===== src/rtl/seq_detect_param_if.sv =====
// Serial stream interface for the parametrised pattern detector:
// qualified input bits in, match pulse and running match count out.
interface seq_detect_param_if #(
    parameter int CNT_W = 8
);
    logic             din_valid;
    logic             din;
    logic             match;
    logic [CNT_W-1:0] match_cnt;

    modport master (
        output din_valid,
        output din,
        input  match,
        input  match_cnt
    );

    modport slave (
        input  din_valid,
        input  din,
        output match,
        output match_cnt
    );
endinterface


===== src/rtl/seq_detect_param.sv =====
// Runtime-configurable serial bit-pattern detector with overlap/non-overlap
// modes, valid-qualified input and a saturating match counter.
module seq_detect_param #(
    parameter int MAX_LEN = 8,
    parameter int LEN_W   = 4,
    parameter int CNT_W   = 8
) (
    input  logic               clk,
    input  logic               rst_n,
    input  logic               enable,
    input  logic               overlap,
    input  logic [MAX_LEN-1:0] pattern,
    input  logic [LEN_W-1:0]   pat_len,
    input  logic               clr_cnt,
    output logic               busy,
    seq_detect_param_if.slave  bus
);

    typedef enum logic [1:0] {
        IDLE,
        FILL,
        HUNT
    } state_t;

    localparam logic [LEN_W-1:0] MAX_LEN_L = LEN_W'(MAX_LEN);
    localparam logic [CNT_W-1:0] CNT_MAX   = '1;

    state_t             state, state_next;
    logic [MAX_LEN-1:0] window, window_next;
    logic [MAX_LEN-1:0] lat_pattern, lat_pattern_next;
    logic [MAX_LEN-1:0] len_mask, shifted;
    logic [LEN_W-1:0]   fill_cnt, fill_next, fill_inc;
    logic [LEN_W-1:0]   lat_len, lat_len_next, len_clamped;
    logic               lat_overlap, lat_overlap_next;
    logic               match_r, match_next;
    logic [CNT_W-1:0]   cnt_r, cnt_next;
    logic               accept, hit;

    // Zero or oversized lengths fall back to the full window width.
    always_comb begin
        len_clamped = pat_len;
        if (pat_len == '0 || pat_len > MAX_LEN_L) begin
            len_clamped = MAX_LEN_L;
        end
    end

    // Compare only the low L bits of the post-shift window; upper bits are don't-care.
    always_comb begin
        len_mask = '0;
        for (int i = 0; i < MAX_LEN; i++) begin
            len_mask[i] = (i < int'(lat_len));
        end
        shifted  = {window[MAX_LEN-2:0], bus.din};
        accept   = (state != IDLE) && enable && bus.din_valid;
        fill_inc = (fill_cnt == lat_len) ? fill_cnt : fill_cnt + LEN_W'(1);
        hit      = accept && (fill_inc == lat_len)
                   && (((shifted ^ lat_pattern) & len_mask) == '0);
    end

    always_comb begin
        state_next       = state;
        window_next      = window;
        fill_next        = fill_cnt;
        lat_pattern_next = lat_pattern;
        lat_len_next     = lat_len;
        lat_overlap_next = lat_overlap;
        match_next       = hit;
        cnt_next         = cnt_r;

        case (state)
            IDLE: begin
                if (enable) begin
                    state_next       = FILL;
                    lat_pattern_next = pattern;
                    lat_len_next     = len_clamped;
                    lat_overlap_next = overlap;
                    window_next      = '0;
                    fill_next        = '0;
                end
            end
            FILL, HUNT: begin
                if (!enable) begin
                    state_next  = IDLE;
                    window_next = '0;
                    fill_next   = '0;
                end else if (accept) begin
                    window_next = shifted;
                    fill_next   = fill_inc;
                    // Non-overlap mode demands L fresh bits after every match.
                    if (hit && !lat_overlap) begin
                        state_next = FILL;
                        fill_next  = '0;
                    end else if (fill_inc == lat_len) begin
                        state_next = HUNT;
                    end
                end
            end
            default: begin
                state_next = IDLE;
            end
        endcase

        // A match coinciding with a clear leaves the counter at one.
        if (clr_cnt) begin
            cnt_next = hit ? CNT_W'(1) : '0;
        end else if (hit && cnt_r != CNT_MAX) begin
            cnt_next = cnt_r + CNT_W'(1);
        end
    end

    always_ff @(posedge clk or negedge rst_n) begin
        if (!rst_n) begin
            state       <= IDLE;
            window      <= '0;
            fill_cnt    <= '0;
            lat_pattern <= '0;
            lat_len     <= '0;
            lat_overlap <= 1'b0;
            match_r     <= 1'b0;
            cnt_r       <= '0;
        end else begin
            state       <= state_next;
            window      <= window_next;
            fill_cnt    <= fill_next;
            lat_pattern <= lat_pattern_next;
            lat_len     <= lat_len_next;
            lat_overlap <= lat_overlap_next;
            match_r     <= match_next;
            cnt_r       <= cnt_next;
        end
    end

    assign bus.match     = match_r;
    assign bus.match_cnt = cnt_r;
    assign busy          = (state != IDLE);

endmodule


===== src/flat_wrapper.sv =====
// flat-port wrapper written by rule: the top's interface ports become plain ports
module seq_detect_param_flat 
#(
    parameter int MAX_LEN = 8,
    parameter int LEN_W   = 4,
    parameter int CNT_W   = 8
)
  (clk, rst_n, enable, overlap, pattern, pat_len, clr_cnt, busy, bus_din_valid, bus_din, bus_match, bus_match_cnt);
  seq_detect_param_if #(.CNT_W(CNT_W)) bus_i ();
  input  logic clk;
  input  logic rst_n;
  input  logic enable;
  input  logic overlap;
  input  logic [MAX_LEN-1:0] pattern;
  input  logic [LEN_W-1:0] pat_len;
  input  logic clr_cnt;
  output logic busy;
  input wire logic [$bits(bus_i.din_valid)-1:0] bus_din_valid;
  input wire logic [$bits(bus_i.din)-1:0] bus_din;
  output wire logic [$bits(bus_i.match)-1:0] bus_match;
  output wire logic [$bits(bus_i.match_cnt)-1:0] bus_match_cnt;
  assign bus_i.din_valid = bus_din_valid;
  assign bus_i.din = bus_din;
  assign bus_match = bus_i.match;
  assign bus_match_cnt = bus_i.match_cnt;
  seq_detect_param #(.MAX_LEN(MAX_LEN), .LEN_W(LEN_W), .CNT_W(CNT_W)) u_core (.clk(clk), .rst_n(rst_n), .enable(enable), .overlap(overlap), .pattern(pattern), .pat_len(pat_len), .clr_cnt(clr_cnt), .busy(busy), .bus(bus_i));
endmodule

===== config.mk =====
export PLATFORM = sky130hd
export DESIGN_NAME = seq_detect_param_flat
export DESIGN_NICKNAME = d
export VERILOG_FILES = /design/src/rtl/seq_detect_param_if.sv /design/src/rtl/seq_detect_param.sv /design/src/flat_wrapper.sv
export SDC_FILE = /design/constraint.sdc
export NUM_CORES = 1
export LEC_CHECK = 0
export ABC_AREA = 1
export BUFFER_PORTS_ARGS = -buffer_cell sky130_fd_sc_hd__buf_2
export CORE_MARGIN = 5
export CORE_UTILIZATION = 56
export DETAILED_ROUTE_END_ITERATION = 10
export PLACE_DENSITY = 0.78
export SETUP_SLACK_MARGIN = 0.1
export SYNTH_ARGS = -nofsm -noshare
export SYNTH_HDL_FRONTEND = slang
export SYNTH_SLANG_ARGS = --single-unit

===== constraint.sdc =====
create_clock -name clk -period 5.39 [get_ports clk]
set_input_delay 1.078 -clock clk [delete_from_list [all_inputs] [get_ports clk]]
set_output_delay 1.078 -clock clk [all_outputs]
set_load 0.1 [all_outputs]

Word-level counts from Yosys, hierarchy flattened
Cells that the tools add are included.
- $add $sub $neg: 2
- $lt $le $gt $ge: 9
- equal/unequal tests: 8
- muxes and demuxes: 20
- bitwise operators: 2
- reductions and logical operators: 18
- operators by type and width (cell ; number):
    2-to-1 mux 4 bit ; 6
    2-to-1 mux 7 bit ; 3
    < comparator 3 x 4 -> 1 bit (first input constant) ; 4
    2-to-1 mux 8 bit ; 2
    one-hot mux 7 bit (2 select lines) ; 1
    2-to-1 mux 2 bit ; 5
    adder 8 x 1 -> 8 bit (second input constant) ; 1
    bitwise AND 8 bit ; 1
    equality test 4 bit ; 2
    zero test 8 bit ; 1
    < comparator 1 x 4 -> 1 bit (first input constant) ; 2
    < comparator 2 x 4 -> 1 bit (first input constant) ; 2
    inequality test 8 bit (second input constant) ; 1
    one-hot mux 4 bit (2 select lines) ; 1
    XOR 8 bit ; 1
    logical AND 1 bit ; 6
    AND reduction 3 bit ; 2
    nonzero test 2 bit ; 3
    adder 4 x 1 -> 4 bit (second input constant) ; 1
    > comparator 4 bit (second input constant) ; 1
    zero test 4 bit ; 1
    inequality test 4 x 2 -> 1 bit (second input constant) ; 1
    one-hot mux 2 bit (2 select lines) ; 1
    inequality test 3 x 2 -> 1 bit (second input constant) ; 1
    9 further kinds ; 9
- flip-flop bits (word level): 35
- input port bits: 19
- word-level logic and storage cells: 67

Depth between registers and ports, before layout
Gate-level depths: netlist of the first run.
- depth in word-level cells: 10
- mapped depth: 15
- gate-level depth less buffers: 15

Worst setup path before layout of the first run
Ideal clock, no wire load.
- path kind: register to register
- from: reg u_core.state[0]
- to: reg u_core.cnt_r[1], in the netlist u_core.bus.match_cnt[1]
- setup time: 0.130 ns
- arrival: 2.229 ns
- data required time: 5.260 ns
- slack: 3.031 ns
- cell stages (with the launch flop): 13
- cell sequence: dfrtp_1 > inv_1 > ha_1 > inv_1 > nand3_1 > a21oi_1 > nand2_1 > inv_1 > nand2_1 > nor2_4 > nand3_4 > nand3_1 > o21ai_0
- word-level cells in the longest chain between the ends: 7
- ends and longest elaborated chain (element ; RTL line ; RTL):
    start: declaration ; seq_detect_param.sv:28 ; state_t state, state_next;
    start signal: assignment ; seq_detect_param.sv:122 ; state <= state_next;
    nonzero test 2 bit ; n/a ;
    via busy ; flat_wrapper.sv:17 ; output logic busy;
    logical AND 1 bit (2 in a row) ; seq_detect_param.sv:54 ; accept = (state != IDLE) && enable && bus.din_valid;
    logical AND 1 bit ; seq_detect_param.sv:56 ; hit = accept && (fill_inc == lat_len)
    logical AND 1 bit ; seq_detect_param.sv:57 ; && (((shifted ^ lat_pattern) & len_mask) == '0);
    logical AND 1 bit ; seq_detect_param.sv:106 ; end else if (hit && cnt_r != CNT_MAX) begin
    nonzero test 2 bit (no source line) ; n/a ;
    end signal: assignment ; seq_detect_param.sv:129 ; cnt_r <= cnt_next;
    end: declaration ; seq_detect_param.sv:36 ; logic [CNT_W-1:0] cnt_r, cnt_next;
The timed path passes the listed nets, and every way through them passes these cells.
A chain may end at the register's enable or synchronous reset.

Worst setup path after layout of the first run
- from: reg u_core.state[0]
- to: out busy
- word-level cells in the longest chain between the ends: 1
- ends and longest elaborated chain (element ; RTL line ; RTL):
    nonzero test 2 bit ; seq_detect_param.sv:135 ; assign busy = (state != IDLE);
    end: declaration ; flat_wrapper.sv:17 ;
Every way passes these cells.

==> impl_metrics.csv, run 1 <==
group,metric,value,unit
sta,setup_viol,0,
logic_synthesis,netlist.area_leader.share,0.424,
clock_network,hold_buffers,0,
sta,tightest_slew,0.769,ns
global_route,antenna_found_initial,0,
global_route,grt_max_degree,36,
layout,nNetsFinal,319,
outcome,status,"finished, final reports clean",
clock_network,cts_buffer_depth,2,
sta,hold_violations,0,
sta,period_minus_slack,2.56,ns
global_route,globalRouteOverflowTotal,0,
sta,relSlewSlack,0.487,
layout,design_area,2350,um^2
sta,final.setup.tns,0,ns
worst_setup_path,cpMaxStageDelayCell,"buf_2",
route,ant_nets,0,
clock_network,clock-sinks,35,
placed_design,dpl.hpwl,3100,um
global_route,grt_pass1_vias,1629,
worst_setup_path,critPathCaptureType,"output pin",
floorplan,num_rows,22,
global_route,grt_usage,0.181,
clock_network,cts_root_buffer,"clkbuf_8",
sta,fmax,0.391,GHz
route,wl_per_cell,12.1,um
clock_network,cts.clk_slew.worst_paths,0.08,ns
clock_network,cts_setup_buffers,0,
placed_design,gp_congestion,0.841,
floorplan,die_x,70.7,um
clock_network,tritoncts,"built",
logic_synthesis,synth_cell_type_count,28,
floorplan,start_util,0.573,
logic_synthesis,synthTopCellsByArea,"dfrtp_1 (42%), nand2_1 (16%), nand3_1 (5.8%)",
worst_setup_path,crit_top_cell,"inv_1",
clock_network,htreeDepth,2,
floorplan,io_pins,29,
clock_network,cts_buffers,5,
power,vdd_drop_max,0.000257,V
sta,rsz0062_at_grt,"false",
layout,multi_input_area,1040,um^2
logic_synthesis,syn_area,2060,um^2
power,p_per_area,468,nW/um^2
layout,fillers,329,
floorplan,coreArea,3610,um^2
worst_setup_path,path_cells,"inv_1 -> ha_1 -> inv_1 -> buf_2",
route,routed_wl,4180,um
worst_setup_path,worst-path-max-fanout,5,
route,drt_pass1_iterations,4,
sta,fin_skew,0.00969,ns
global_route,grt_first_pass_wirelength,7320,um
route,vias,1781,
logic_synthesis,syn_nets,289,
route,first_iter_violations,79,
logic_synthesis,synth.avg_cell_area,7.76,um^2
layout,area_growth,13.8,%
route,via_per_inst,5.16,
clock_network,cts-resized-gates,0,
run,maxCapViolations,0,
placed_design,port_buffers,28,
worst_setup_path,slowest_delay,0.45,ns
placed_design,placed_area,2240,um^2
power,finalPower,1100,uW
worst_setup_path,required,4.31,ns
worst_setup_path,crit_buf_inv,3,
logic_synthesis,yosysWarnings,0,
logic_synthesis,yosys_register_bits,35,
layout,antenna_cells,0,
worst_setup_path,worst_setup_path_start_kind,"flip-flop",
min_path,holdCritPathClass,"reg -> reg",
route,drc,0,
floorplan,dieHeight,70.7,um
clock_network,insertion_delay,0.29,ns
worst_setup_path,arrival,1.48,ns
worst_setup_path,critPathKind,"reg -> out",
logic_synthesis,syn_inst,266,
layout,final_layout_size_suffix_gt1_frac,0.182,
sta,slew_viol_final,0,
layout,register_area,876,um^2
sta,fin_crit_sh,0.475,
power,power_leakage,0.00121,uW
logic_synthesis,synth_top_area_cell,"dfrtp_1",
logic_synthesis,synth.yosys.seq_area_share,0.424,
worst_setup_path,path_delay_family,"buffers and inverters",
floorplan,die-area,5000,um^2
sequential cells by signal, indices dropped and copies added, names as in the netlist:
name	cells
u_core.lat_overlap	1
u_core.fill_cnt	4
u_core.window	7
u_core.lat_pattern	8
u_core.state	2
u_core.bus.match	1
u_core.bus.match_cnt	8
u_core.lat_len	4
path summary, 6_finish.rpt:
path	start	end	slack (ns)	cells past startpoint
max	u_core.state[0]	busy	2.83	4
min	u_core.lat_pattern[3]	u_core.lat_pattern[3]	0.51	2
max reg2reg	u_core.state[0]	u_core.fill_cnt[0]	3.27	10
min reg2reg	u_core.lat_pattern[3]	u_core.lat_pattern[3]	0.51	2
max in group asynchronous	rst_n	u_core.lat_pattern[1]	4.04	1
min in group asynchronous	rst_n	u_core.lat_len[0]	0.86	1
cell families (layout without fill, tap and decap cells):
family / after synthesis / count (layout) / share of synthesized area
AO/OA/AOI/OAI: 32 / 32 / 0.0921
adder cells (fa/ha/maj): 4 / 4 / 0.0242
buffers and inverters: 38 / 69 / 0.0739
flip-flops: 35 / 35 / 0.424
XOR/XNOR: 14 / 14 / 0.0594
AND/OR/NAND/NOR: 143 / 143 / 0.326
power breakdown:
part / switching [uW] / leakage [uW] / internal, uW
Clock: 100 / 0.0000581 / 138
Sequential: 61.5 / 0.000463 / 326
Combinational: 323 / 0.000690 / 152
Yosys cell counts:
| cell type | n |
|---|---|
| a21oi_1 | 3 |
| a22oi_1 | 1 |
| a31oi_1 | 1 |
| clkbuf_1 | 4 |
| clkbuf_8 | 1 |
| dfrtp_1 | 35 |
| ha_1 | 4 |
| inv_1 | 30 |
| inv_2 | 3 |
| nand2_1 | 88 |
| nand2_2 | 5 |
| nand2_8 | 1 |
| nand3_1 | 24 |
| nand3_2 | 1 |
| nand3_4 | 1 |
| nand4_1 | 5 |
| nor2_1 | 8 |
| nor2_4 | 3 |
| nor3_1 | 4 |
| nor3_4 | 1 |
| nor4_1 | 2 |
| o21a_1 | 1 |
| o21ai_0 | 16 |
| o21ai_2 | 3 |
| o22ai_1 | 4 |
| o31ai_1 | 3 |
| xnor2_1 | 3 |
| xor2_1 | 11 |
cells in the final DEF (no fill, tap or decap), drive strengths merged:
master | synthesis | layout
ha | 4 | 4
a31oi | 1 | 1
xnor2 | 3 | 3
dfrtp | 35 | 35
a21oi | 3 | 3
nand4 | 5 | 5
a22oi | 1 | 1
nand3 | 26 | 26
nor4 | 2 | 2
buf | 0 | 28
nand2 | 94 | 94
o21ai | 19 | 19
bufinv | 0 | 1
nor3 | 5 | 5
nor2 | 11 | 11
o31ai | 3 | 3
inv | 33 | 33
clkinv | 0 | 2
xor2 | 11 | 11
clkbuf | 5 | 5
o21a | 1 | 1
o22ai | 4 | 4
metal layers:
metal	vias up	GRT usage	wire, um	share of wire
met4	0	0.0605	61	0.015
met3	7	0.0497	260	0.062
met5	-	0	0	0
met1	810	0.253	1990	0.48
met2	43	0.274	1870	0.45
li1	921	-	-	-
worst reg2reg max path, delay by kind of cell, from the launching register on:
kind / cells / cell delay, ns
flip-flops: 1 / 0.37
XOR/XNOR: 1 / 0.14
AO/OA/AOI/OAI: 1 / 0.12
buffers and inverters: 3 / 0.51
AND/OR/NAND/NOR: 4 / 0.60
adder cells (fa/ha/maj): 1 / 0.30
area by class of cell:
| cell class | instances | area share |
|---|---|---|
| multi-input cells | 193 | 0.441 |
| flip-flops and latches | 35 | 0.373 |
| repair buffers | 28 | 0.0597 |
| inverters | 33 | 0.0527 |
| clock buffers | 5 | 0.0293 |
| well taps | 48 | 0.0256 |
| clock inverters | 3 | 0.0186 |
stage by stage:
stage	hold WS, ns	worst slack (ns)	instances	utilization
finish	0.507	2.83	345	0.651
global route	0.535	2.78	345	0.651
detailed placement	0.493	2.82	337	0.620
floorplan	0.466	3.03	266	-
global placement	0.489	2.92	337	0.620
CTS	0.513	2.82	345	0.651
No activity file was read; power rests on OpenSTA's default activity.
==> inputs of run 2 (changes only) <==
- clock period: 5.39 -> 2.4 ns (I/O delays scaled with it)
==> run 2 against run 1 <==
  * Register-to-register slack lost 2.8 ns
  * Total power up 120%
  * Via count grew 2.2%
  * Sequential cell count unchanged
  * First-iteration DRC count increased by 23%
  * Global-route usage rose by 0.85 points
  * Critical path depth grew 10
  * Highest routed layer unchanged
==> impl_metrics.csv, run 2 (synthesis results as in run 1) <==
group,metric,value,unit
route,drt_pass1_iterations,4,
clock_network,cts-resized-gates,0,
placed_design,dpl.hpwl,3410,um
global_route,grt_first_pass_wirelength,7680,um
worst_setup_path,arrival,2.20,ns
worst_setup_path,cpMaxStageDelayCell,"dfrtp_1",
clock_network,cts.clk_slew.worst_paths,0.07,ns
worst_setup_path,path_cells,"inv_1 -> nand2_1 -> nand2_1 -> nor2_4 -> nand2_2 -> nand2_2 -> nand2_1 -> nand2_1 -> nand3_2 -> nor2_4 -> nand3_4 -> nand2_8 -> nand2_1 -> o21ai_2",
power,p_per_area,1040,nW/um^2
layout,nNetsFinal,322,
clock_network,htreeDepth,2,
floorplan,dieHeight,70.7,um
worst_setup_path,critPathCaptureType,"flip-flop",
power,power_leakage,0.00120,uW
route,ant_nets,0,
worst_setup_path,path_delay_family,"simple AND/OR/NAND/NOR gates",
worst_setup_path,crit_buf_inv,1,
layout,fin_cells,348,
sta,fin_crit_sh,0.823,
worst_setup_path,worst-path-max-fanout,10,
clock_network,clock-sinks,35,
sta,slew_viol_final,0,
floorplan,num_rows,22,
sta,period_minus_slack,1.98,ns
placed_design,dpl.cell_count,340,
layout,register_area,876,um^2
sta,rsz0062_at_grt,"false",
sta,setup_viol,0,
clock_network,tritoncts,"built",
floorplan,start_util,0.573,
worst_setup_path,slowest_delay,0.44,ns
global_route,grt_usage,0.190,
placed_design,gp_congestion,0.909,
global_route,globalRouteOverflowTotal,0,
floorplan,die-area,5000,um^2
sta,tightest_slew,0.778,ns
route,first_iter_violations,97,
worst_setup_path,required,2.63,ns
min_path,holdCritPathClass,"in -> async",
power,vdd_drop_max,0.000603,V
sta,final.setup.tns,0,ns
global_route,antenna_found_initial,0,
sta,hold_violations,0,
global_route,grt_pass1_vias,1756,
clock_network,cts_root_buffer,"clkbuf_8",
worst_setup_path,worst_setup_path_start_kind,"flip-flop",
layout,area_growth,13.7,%
layout,final_layout_size_suffix_gt1_frac,0.190,
route,drc,0,
sta,relSlewSlack,0.481,
layout,multi_input_area,1040,um^2
worst_setup_path,worstSetupStartpoint,"u_core.fill_cnt[0]",
clock_network,hold_buffers,0,
route,routed_wl,4550,um
route,wl_per_cell,13.1,um
layout,mostFrequentLayoutCells,"nand2_1 (88), dfrtp_1 (35), inv_1 (29), buf_2 (28), nand3_1 (24)",
global_route,grt_max_degree,36,
worst_setup_path,critPathKind,"reg -> reg",
layout,antenna_cells,0,
layout,fillers,350,
layout,layout_commonest_cell,"nand2_1",
sta,fmax,0.506,GHz
floorplan,die_x,70.7,um
worst_setup_path,crit_top_cell,"nand2_1",
placed_design,port_buffers,28,
sta,fin_skew,0.00285,ns
clock_network,cts_setup_buffers,0,
floorplan,io_pins,29,
floorplan,coreArea,3610,um^2
clock_network,insertion_delay,0.29,ns
clock_network,cts_buffers,5,
route,vias,1820,
run,maxCapViolations,0,
outcome,status,"finished, final reports clean",
worst_setup_path,r2r_start,"u_core.fill_cnt[0]",
route,via_per_inst,5.23,
clock_network,cts_buffer_depth,2,
## run 2: cell types whose count changed in the layout (fill, tap and decap cells not counted), sizes merged
cell,previous run,this run
clkinv,2,1
buf,28,31
clkinvlp,0,2
bufinv,1,0
clkbuf,5,6
inv,33,32
## run 2: worst paths after layout
| path | endpoint | slack, ns | cells past startpoint |
|---|---|---|---|
| worst max-delay path | u_core.bus.match_cnt[6] | 0.42 | 14 |
| worst min-delay path | u_core.lat_pattern[6] | 0.26 | 1 |
| worst max register to register | u_core.bus.match_cnt[6] | 0.42 | 14 |
| worst min register to register | u_core.lat_pattern[2] | 0.51 | 2 |
| max in group asynchronous | u_core.window[6] | 1.64 | 1 |
| min in group clk | u_core.lat_pattern[2] | 0.37 | 3 |
## run 2: final cells by class
cell class              instances  area share
multi-input cells             193       0.441
flip-flops and latches         35       0.373
repair buffers                 31      0.0693
inverters                      33      0.0544
clock buffers                   6      0.0309
well taps                      48      0.0256
clock inverters                 2     0.00533
## run 2: layer usage
metal / wire, um / GRT usage / up-vias
li1: - / - / 921
met1: 2150 / 0.253 / 846
met2: 2110 / 0.305 / 42
met3: 206 / 0.0440 / 11
met4: 85 / 0.0647 / 0
met5: 0 / 0 / -
## run 2: stage by stage
stage / worst slack [ns] / hold slack, ns / cell area, um^2 / total power [uW] / util
2_1_floorplan: 0.145 / 0.184 / 2070 / 1750 / -
4_1_cts: 0.418 / 0.275 / 2350 / 2450 / 0.651
3_5_place_dp: 0.451 / 0.494 / 2260 / 2020 / 0.627
3_3_place_gp: 0.506 / 0.489 / 2260 / 1980 / 0.627
6_report: 0.424 / 0.262 / 2350 / 2440 / 0.651
5_1_grt: 0.192 / 0.328 / 2350 / 2640 / 0.651
## run 2: where the power goes
group | total (uW) | internal, uW | switching [uW]
sequential | 872 | 733 | 140
combinational | 1140 | 367 | 773
clock | 432 | 203 | 229
total | 2440 | 1300 | 1140
